`src/rtl/vcve2_vrf_agu.sv`:
```
// VRF address generator: per-operand word address sequencing for vs1/vs2/vd register groups.
// Optional group-alignment check enabled by defining VCVE2_AGU_GROUP_CHECK_EN.
module vcve2_vrf_agu #(
    parameter int unsigned VLEN      = 128,
    parameter logic [31:0] BASE_ADDR = 32'h0000_0000
) (
    input  logic        clk_i,
    input  logic        rst_ni,
    input  logic        load_i,
    input  logic [4:0]  vs1_i,
    input  logic [4:0]  vs2_i,
    input  logic [4:0]  vd_i,
    input  logic [2:0]  lmul_i,
    input  logic        get_rs1_i,
    input  logic        get_rs2_i,
    input  logic        get_rd_i,
    output logic        ready_o,
    output logic [31:0] addr_o,
    output logic        addr_valid_o,
    output logic        last_o,
    output logic        done_o,
    output logic        err_o
);

    localparam int unsigned WPR  = VLEN / 32;
    localparam int unsigned OFFW = $clog2(VLEN * 4);
    localparam int unsigned SH   = $clog2(VLEN / 8);
    localparam int unsigned CW   = $clog2(VLEN / 4) + 1;

    typedef enum logic [1:0] {IDLE, INIT, READY} state_e;

    state_e          state_q, state_d;
    logic [4:0]      idx_q [3];
    logic [CW-1:0]   cnt_q [3];
    logic [OFFW-1:0] off_q [3];
    logic [CW-1:0]   n_q, n_load;
    logic [1:0]      sel;
    logic            served, last_hit, bad_load, done_q;

    // Offsets live in a power-of-two field spanning the whole VRF, so +4 wraps naturally.
    function automatic logic [OFFW-1:0] start_off(input logic [4:0] idx);
        return OFFW'(idx) << SH;
    endfunction

    always_comb begin
        unique case (lmul_i)
            3'b001:  n_load = CW'(WPR << 1);
            3'b010:  n_load = CW'(WPR << 2);
            3'b011:  n_load = CW'(WPR << 3);
            3'b101:  n_load = CW'(WPR >> 3);
            3'b110:  n_load = CW'(WPR >> 2);
            3'b111:  n_load = CW'(WPR >> 1);
            default: n_load = CW'(WPR);
        endcase
        if (n_load == '0) n_load = CW'(1);
    end

`ifdef VCVE2_AGU_GROUP_CHECK_EN
    logic [2:0] align_mask;
    logic       err_q;

    always_comb begin
        unique case (lmul_i)
            3'b001:  align_mask = 3'b001;
            3'b010:  align_mask = 3'b011;
            3'b011:  align_mask = 3'b111;
            default: align_mask = 3'b000;
        endcase
        bad_load = |((vs1_i[2:0] | vs2_i[2:0] | vd_i[2:0]) & align_mask);
    end

    always_ff @(posedge clk_i or negedge rst_ni) begin
        if (!rst_ni) err_q <= 1'b0;
        else         err_q <= load_i && bad_load;
    end

    assign err_o = err_q;
`else
    assign bad_load = 1'b0;
    assign err_o    = 1'b0;
`endif

    always_comb begin
        sel = 2'd2;
        if (get_rs1_i)      sel = 2'd0;
        else if (get_rs2_i) sel = 2'd1;
    end

    assign served   = (state_q == READY) && (get_rs1_i || get_rs2_i || get_rd_i);
    assign last_hit = cnt_q[sel] == (n_q - CW'(1));

    always_ff @(posedge clk_i or negedge rst_ni) begin
        if (!rst_ni) state_q <= IDLE;
        else         state_q <= state_d;
    end

    always_comb begin
        state_d      = state_q;
        ready_o      = 1'b0;
        addr_valid_o = 1'b0;
        addr_o       = '0;
        last_o       = 1'b0;
        unique case (state_q)
            INIT: state_d = READY;
            READY: begin
                ready_o = 1'b1;
                if (served) begin
                    addr_valid_o = 1'b1;
                    addr_o       = BASE_ADDR + 32'(off_q[sel]);
                    last_o       = last_hit;
                    if (sel == 2'd2 && last_hit) state_d = IDLE;
                end
            end
            default: ;
        endcase
        if (load_i) state_d = bad_load ? IDLE : INIT;
    end

    always_ff @(posedge clk_i or negedge rst_ni) begin
        if (!rst_ni) begin
            for (int unsigned i = 0; i < 3; i++) begin
                idx_q[i] <= '0;
                cnt_q[i] <= '0;
                off_q[i] <= '0;
            end
            n_q    <= '0;
            done_q <= 1'b0;
        end else begin
            done_q <= served && (sel == 2'd2) && last_hit && !load_i;
            if (load_i) begin
                idx_q[0] <= vs1_i;
                idx_q[1] <= vs2_i;
                idx_q[2] <= vd_i;
                n_q      <= n_load;
                for (int unsigned i = 0; i < 3; i++) begin
                    cnt_q[i] <= '0;
                    off_q[i] <= '0;
                end
            end else if (state_q == INIT) begin
                for (int unsigned i = 0; i < 3; i++) off_q[i] <= start_off(idx_q[i]);
            end else if (served) begin
                if (last_hit) begin
                    cnt_q[sel] <= '0;
                    off_q[sel] <= start_off(idx_q[sel]);
                end else begin
                    cnt_q[sel] <= cnt_q[sel] + CW'(1);
                    off_q[sel] <= off_q[sel] + OFFW'(4);
                end
            end
        end
    end

    assign done_o = done_q;

endmodule

```
`config.mk`:
```
export PLATFORM = sky130hd
export DESIGN_NAME = vcve2_vrf_agu
export DESIGN_NICKNAME = d
export VERILOG_FILES = /design/src/rtl/vcve2_vrf_agu.sv
export SDC_FILE = /design/constraint.sdc
export NUM_CORES = 1
export LEC_CHECK = 0
export ABC_AREA = 1
export CORE_ASPECT_RATIO = 1.2
export CORE_UTILIZATION = 30
export CTS_BUF_LIST = sky130_fd_sc_hd__clkbuf_8
export DETAILED_ROUTE_END_ITERATION = 6
export PLACE_DENSITY = 0.55
export SLEW_MARGIN = 20
export SYNTH_ARGS = -nofsm -noshare
export SYNTH_HDL_FRONTEND = slang
export SYNTH_SLANG_ARGS = --single-unit
```
`constraint.sdc`:
```
create_clock -name clk_i -period 1.85 [get_ports clk_i]
set_input_delay 0.185 -clock clk_i [delete_from_list [all_inputs] [get_ports clk_i]]
set_output_delay 0.185 -clock clk_i [all_outputs]
set_load 0.01 [all_outputs]
```
# Word-level counts from Yosys, hierarchy flattened
# Index checks and enable logic that the tools add are counted.
word_totals:
  romBits: 0
  n_memories: 0
  latchBits: 0
  register_bits: 69
  out_inout_bits: 37
  mem_bits_rw: 0
classes:
  mux: 39
  n_shift: 0
  n_bitwise: 3
  div: 0
  eq_ne: 13
  multipliers: 0
  n_reduce_logical: 15
  n_addsub: 3
  n_lt_le_gt_ge: 2
ops:
  columns: ["operator", "n"]
  rows:
  - ["$mux 27", 4]
  - ["$mux 18", 4]
  - ["$bwmux 27", 2]
  - ["$mux 9", 5]
  - ["$pmux 6 s6", 1]
  - ["$mux 6", 4]
  - ["$and 18x18->18", 1]
  - ["$bmux 9 s2", 1]
  - ["$bwmux 18", 1]
  - ["$demux 9 s2", 1]
  - ["$not 18->18", 1]
  - ["$bmux 6 s2", 1]
  - ["$demux 6 s2", 1]
  - ["$bmux 5 s2", 1]
  - ["$mux 2", 5]
  - ["$mux 5", 2]
  - ["$add 9x3->9 const B", 1]
  - ["$eq 3x3->1 const B", 3]
  - ["$add 6x1->6 const B", 1]
  - ["$eq 3x2->1 const B", 2]
  - ["$eq 6x6->1", 1]
  - ["$logic_and 1x1->1", 6]
  - ["$logic_not 6->1", 1]
  - ["$reduce_bool 3->1", 2]
  - ["17 further kinds", 23]

# Logic depth before layout (Yosys ltp)
depth:
  ltp_word: 13
  ltp_mapped: 16
  depth_no_buf: 15

# Least setup slack after synthesis
# No wires, ideal clock.
synth_timing:
  path_type: "reg2reg"
  start: "reg n_q[0]"
  end: "reg cnt_q[0] (netlist name)"
  period_less_slack_ns: 1.958
  slack_ns: -0.108
  setup_ns: 0.067
  stages_incl_launch_ff: 14
  path_buffers: 2
  required_ns: 1.783
  arrival_time_ns: 1.891
  path_cell_list: "dfrtp_1 clkinv_1 ha_1 xnor2_1 inv_1 nand2_1 nand3_1 nor2_4 nand2_2 buf_6 buf_6 a21oi_1 nand3_1 nand2_1"
synth_between:
  elab_chain_len: 6
synth_rtl:
  columns: ["item", "line", "rtl"]
  rows:
  - ["start: declaration", "36", "logic [CW-1:0] n_q, n_load;"]
  - ["start signal: assignment", "134", "n_q <= n_load;"]
  - ["$sub 6x1->6", "90", "assign last_hit = cnt_q[sel] == (n_q - CW'(1));"]
  - ["$eq 6x6->1", "90", null]
  - ["$mux 18", "142", "if (last_hit) begin"]
  - ["$mux 18", "141", "end else if (served) begin"]
  - ["$mux 18", "139", "end else if (state_q == INIT) begin"]
  - ["$mux 18", "130", "if (load_i) begin"]
  - ["end signal: indexed assignment", "146", "cnt_q[sel] <= cnt_q[sel] + CW'(1);"]
  - ["end: declaration", "34", "logic [CW-1:0] cnt_q [3];"]
# Every way passes these cells. The select of a mux whose other input is x is not followed.
# A chain may end at the register's enable or synchronous reset.

# Worst setup path in the final report
layout_timing:
  start: "reg n_q[0]"
  end: "out last_o"
layout_between:
  elab_chain_len: 4
layout_rtl:
  columns: ["item", "line", "rtl"]
  rows:
  - ["$sub 6x1->6", "90", null]
  - ["$eq 6x6->1", "90", null]
  - ["$mux 1", "107", "if (served) begin"]
  - ["$mux 1", "103", "unique case (state_q)"]
  - ["end: declaration", "20", "output logic last_o,"]
# Every way passes these cells.

==> summary.md <==
| Metric | Value |
|---|---|
| H-tree levels | `3` |
| FP Rows | `49` |
| Die X | `117 µm` |
| Post-synth top cells | `nand2_1, nand3_1, dfrtp_1` |
| CP Capture Type | `output pin` |
| Largest driver fanout on the critical path | `3` |
| Final clock skew | `0.00799 ns` |
| Placed insts | `1019` |
| Critical path buffer and inverter count | `4` |
| Critical setup path kind | `reg2out` |
| Clk buf depth | `2` |
| Hold Path Class | `in2reg` |
| CTS Buf Count | `9` |
| Multi-input logic area | `2670 µm²` |
| Core Area | `15200 µm²` |
| Boundary Pins | `61` |
| Register area | `1730 µm²` |
| Mapped Area | `4740 µm²` |
| Overflow after GRT | `0` |
| Outcome | `finished, violations left` |
| GRT Overall Usage | `0.196` |
| Max_cap viols | `0` |
| Starting Density | `0.312` |
| Crit-path slowest cell | `dfrtp_1` |
| Worst-path cell chain | `clkinv_2 -> ha_4 -> xnor2_4 -> inv_1 -> nand2_1 -> nand3_2 -> nor2_4 -> nand3_2 -> inv_1 -> buf_2` |
| Die Y | `140 µm` |
| Initial DRC Count | `243` |
| Hold_sp | `vs1_i[1]` |
| RSZ-0062 raised after global routing | `yes` |
| Die area | `16300 µm²` |
| Clock Latency Late Sink | `0.37 ns` |
| Most used DFF post-synth | `dfrtp_1` |
| Top cell type's share of synthesized area | `0.364` |
| IO Port Bufs | `36` |
| Vias in the first global route | `4847` |
| M1 WL | `6440 µm` |
| Router iterations before antenna repair | `5` |
| Ys Warns | `0` |
| Area growth syn-to-layout | `35.3%` |
| Fmax | `492 MHz` |
| P_leak | `3.27 nW` |
| Largest net degree at the start of global routing | `70` |
| Count of cell types in the netlist | `34` |
| Most numerous cell in the Yosys netlist | `nand2_1` |
| Highest Signal Layer | `met4` |
| Final WL | `15000 µm` |
| Largest cells by area after synthesis | `dfrtp_1, nand2_1, nand3_1` |
| Clock tree from TritonCTS | `built` |
| Worst VDD drop | `0.366 mV` |
| Max Slew Vio Count | `0` |
| Clock Sink Count | `69` |
| R2R depth | `13` |
| PwrDens | `708 nW/µm²` |
| Finish-stage setup viols | `46` |
| Async SR Flop Fraction | `1.00` |
| Global placement routability congestion | `0.875` |
| RR Startpoint | `n_q[0]$_DFFE_PN0P_` |
| Avg Inst Size Synth | `6.60 µm²` |
| Post-synth EDFFs | `0` |
| Remaining DRCs | `0` |
| Yosys reg bits | `69` |
| Critical Path AT | `1.85 ns` |
| Hold path depth | `3` |
| Non-filler instance count after layout | `1049` |
| First-pass GRT wire length | `24200 µm` |
| DRT antenna net count | `0` |
| Met3 WL | `567 µm` |
| Share of cells above drive strength 1 | `0.217` |
| Met2 wire len | `7410 µm` |
| Filler cells | `1646` |
| Setup WS post-layout | `-0.181 ns` |
| Largest stage delay on the critical path | `0.38 ns` |
| Cell count after synthesis | `718` |
| Fin util | `0.422` |
| Seq/Total Area, Yosys | `0.364` |
| Final nets | `867` |
| Initial antenna violation count | `0` |
| Clock Pin Slew Worst Setup and Hold Paths | `0.08 ns` |
| Clk root buf | `clkbuf_8` |
| Via count | `4964` |
| Failing checks | `setup timing` |
| WP data required | `1.66 ns` |
| Reg-to-reg endpoint | `cnt_q[13]$_DFFE_PN0P_` |
| Hold endpoint | `idx_q[11]$_DFFE_PN0P_` |
| N_diodes | `0` |
| Area leader, netlist | `dfrtp_1` |
| DR vias/cell | `4.73` |
| Average wire per standard cell | `14.3 µm` |
| DP HPWL | `10700 µm` |
| Final min period | `2.03 ns` |
| Top delay family on crit path | `simple AND/OR/NAND/NOR gates` |
| Critical path startpoint category | `register` |
| Fin crit share | `1.10` |
| Total count of hold-check failures in the final report | `0` |
| Reg2reg setup slack | `-0.13 ns` |
==> per-layer routing <==
metal,track usage,vias to the layer above
met1,0.230,2287
met3,0.0257,35
met5,0,-
met2,0.341,134
li1,-,2508
met4,0.101,0
==> layout by cell type, fill, tap and decap left out, types with 19 or more instances in the layout <==
cell             netlist  routed
a21oi_1               20      20
nand4_1               26      26
inv_1                 62      62
o21ai_1                7      19
nand2_1              278     271
conb_1                 1      24
nor2_1                44      38
buf_4                 25      91
nand3_1               73      64
dfrtp_1               69      69
clkdlybuf4s50_1        0      22
==> worst min-delay path, delay by kind of cell <==
family / cells / cell delay (ns)
buffers and inverters: 1 / 0.39
and+or+nand+nor: 2 / 0.10
==> per-stage QoR <==
| stage | TNS, ns | worst slack (ns) | area (µm²) | power [W] | hold slack [ns] |
|---|---|---|---|---|---|
| 2_1_floorplan | 0 | 0.0152 | 4840 | 0.00263 | -0.111 |
| 3_5_place_dp | -33.42 | -0.698 | 5870 | 0.00327 | 0.249 |
| 3_3_place_gp | -31.72 | -0.668 | 5870 | 0.00327 | 0.249 |
| 4_1_cts | -5.25 | -0.198 | 6320 | 0.00454 | 0.326 |
| 6_report | -4.17 | -0.181 | 6410 | 0.00454 | 0.336 |
| 5_1_grt | -10.75 | -0.295 | 6410 | 0.00484 | 0.357 |
==> cells by family (layout without fill, tap and decap cells) <==
kind of cell,count (synthesis),in the layout,share of synthesized area
simple gates,441,441,0.402
buf+inv,127,231,0.129
compound gates,74,74,0.0895
flops,69,69,0.364
fa+ha+maj,3,3,0.00792
xor+xnor,3,3,0.00555
other cells,1,24,0.000791
==> timing repair <==
item / CTS / global route
setup buffers: 10 / 2
hold buffers: 1 / 0
gates cloned: 1 / 2
endpoints found under the setup margin: 59 / 59
pin swaps: 15 / 14
gates resized for setup: 76 / 28
endpoints found under the hold margin: 69 / 0
==> worst max-delay path by stage <==
stage,start,to,slack [ns],cells past startpoint
finish,n_q[0]$_DFFE_PN0P_,last_o,-0.18,10
global route,n_q[0]$_DFFE_PN0P_,last_o,-0.30,10
CTS,n_q[0]$_DFFE_PN0P_,last_o,-0.20,10
detailed placement,get_rs1_i,last_o,-0.70,13
global placement,get_rs2_i,last_o,-0.67,12
floorplan,n_q[0]$_DFFE_PN0P_,cnt_q[0]$_DFFE_PN0P_,0.02,13
==> power by group <==
group / internal, W / switching, W
sequential: 0.00166 / 0.0000877
combinational: 0.000687 / 0.000947
clock: 0.000547 / 0.000617
==> registers in the layout, summed over array words and instances (netlist names) <==
signal   flops
n_q          6
cnt_q       18
idx_q       15
done_o       1
off_q       27
state_q      2
==> area by class of cell <==
| type | count | area share |
|---|---|---|
| clock buffers | 11 | 0.0236 |
| clock inverters | 5 | 0.00429 |
| inverters | 70 | 0.0423 |
| multi-input cells | 545 | 0.416 |
| flip-flops and latches | 69 | 0.269 |
| well taps | 204 | 0.0398 |
| repair buffers | 145 | 0.205 |
No activity file was read; power rests on OpenSTA's default activity.
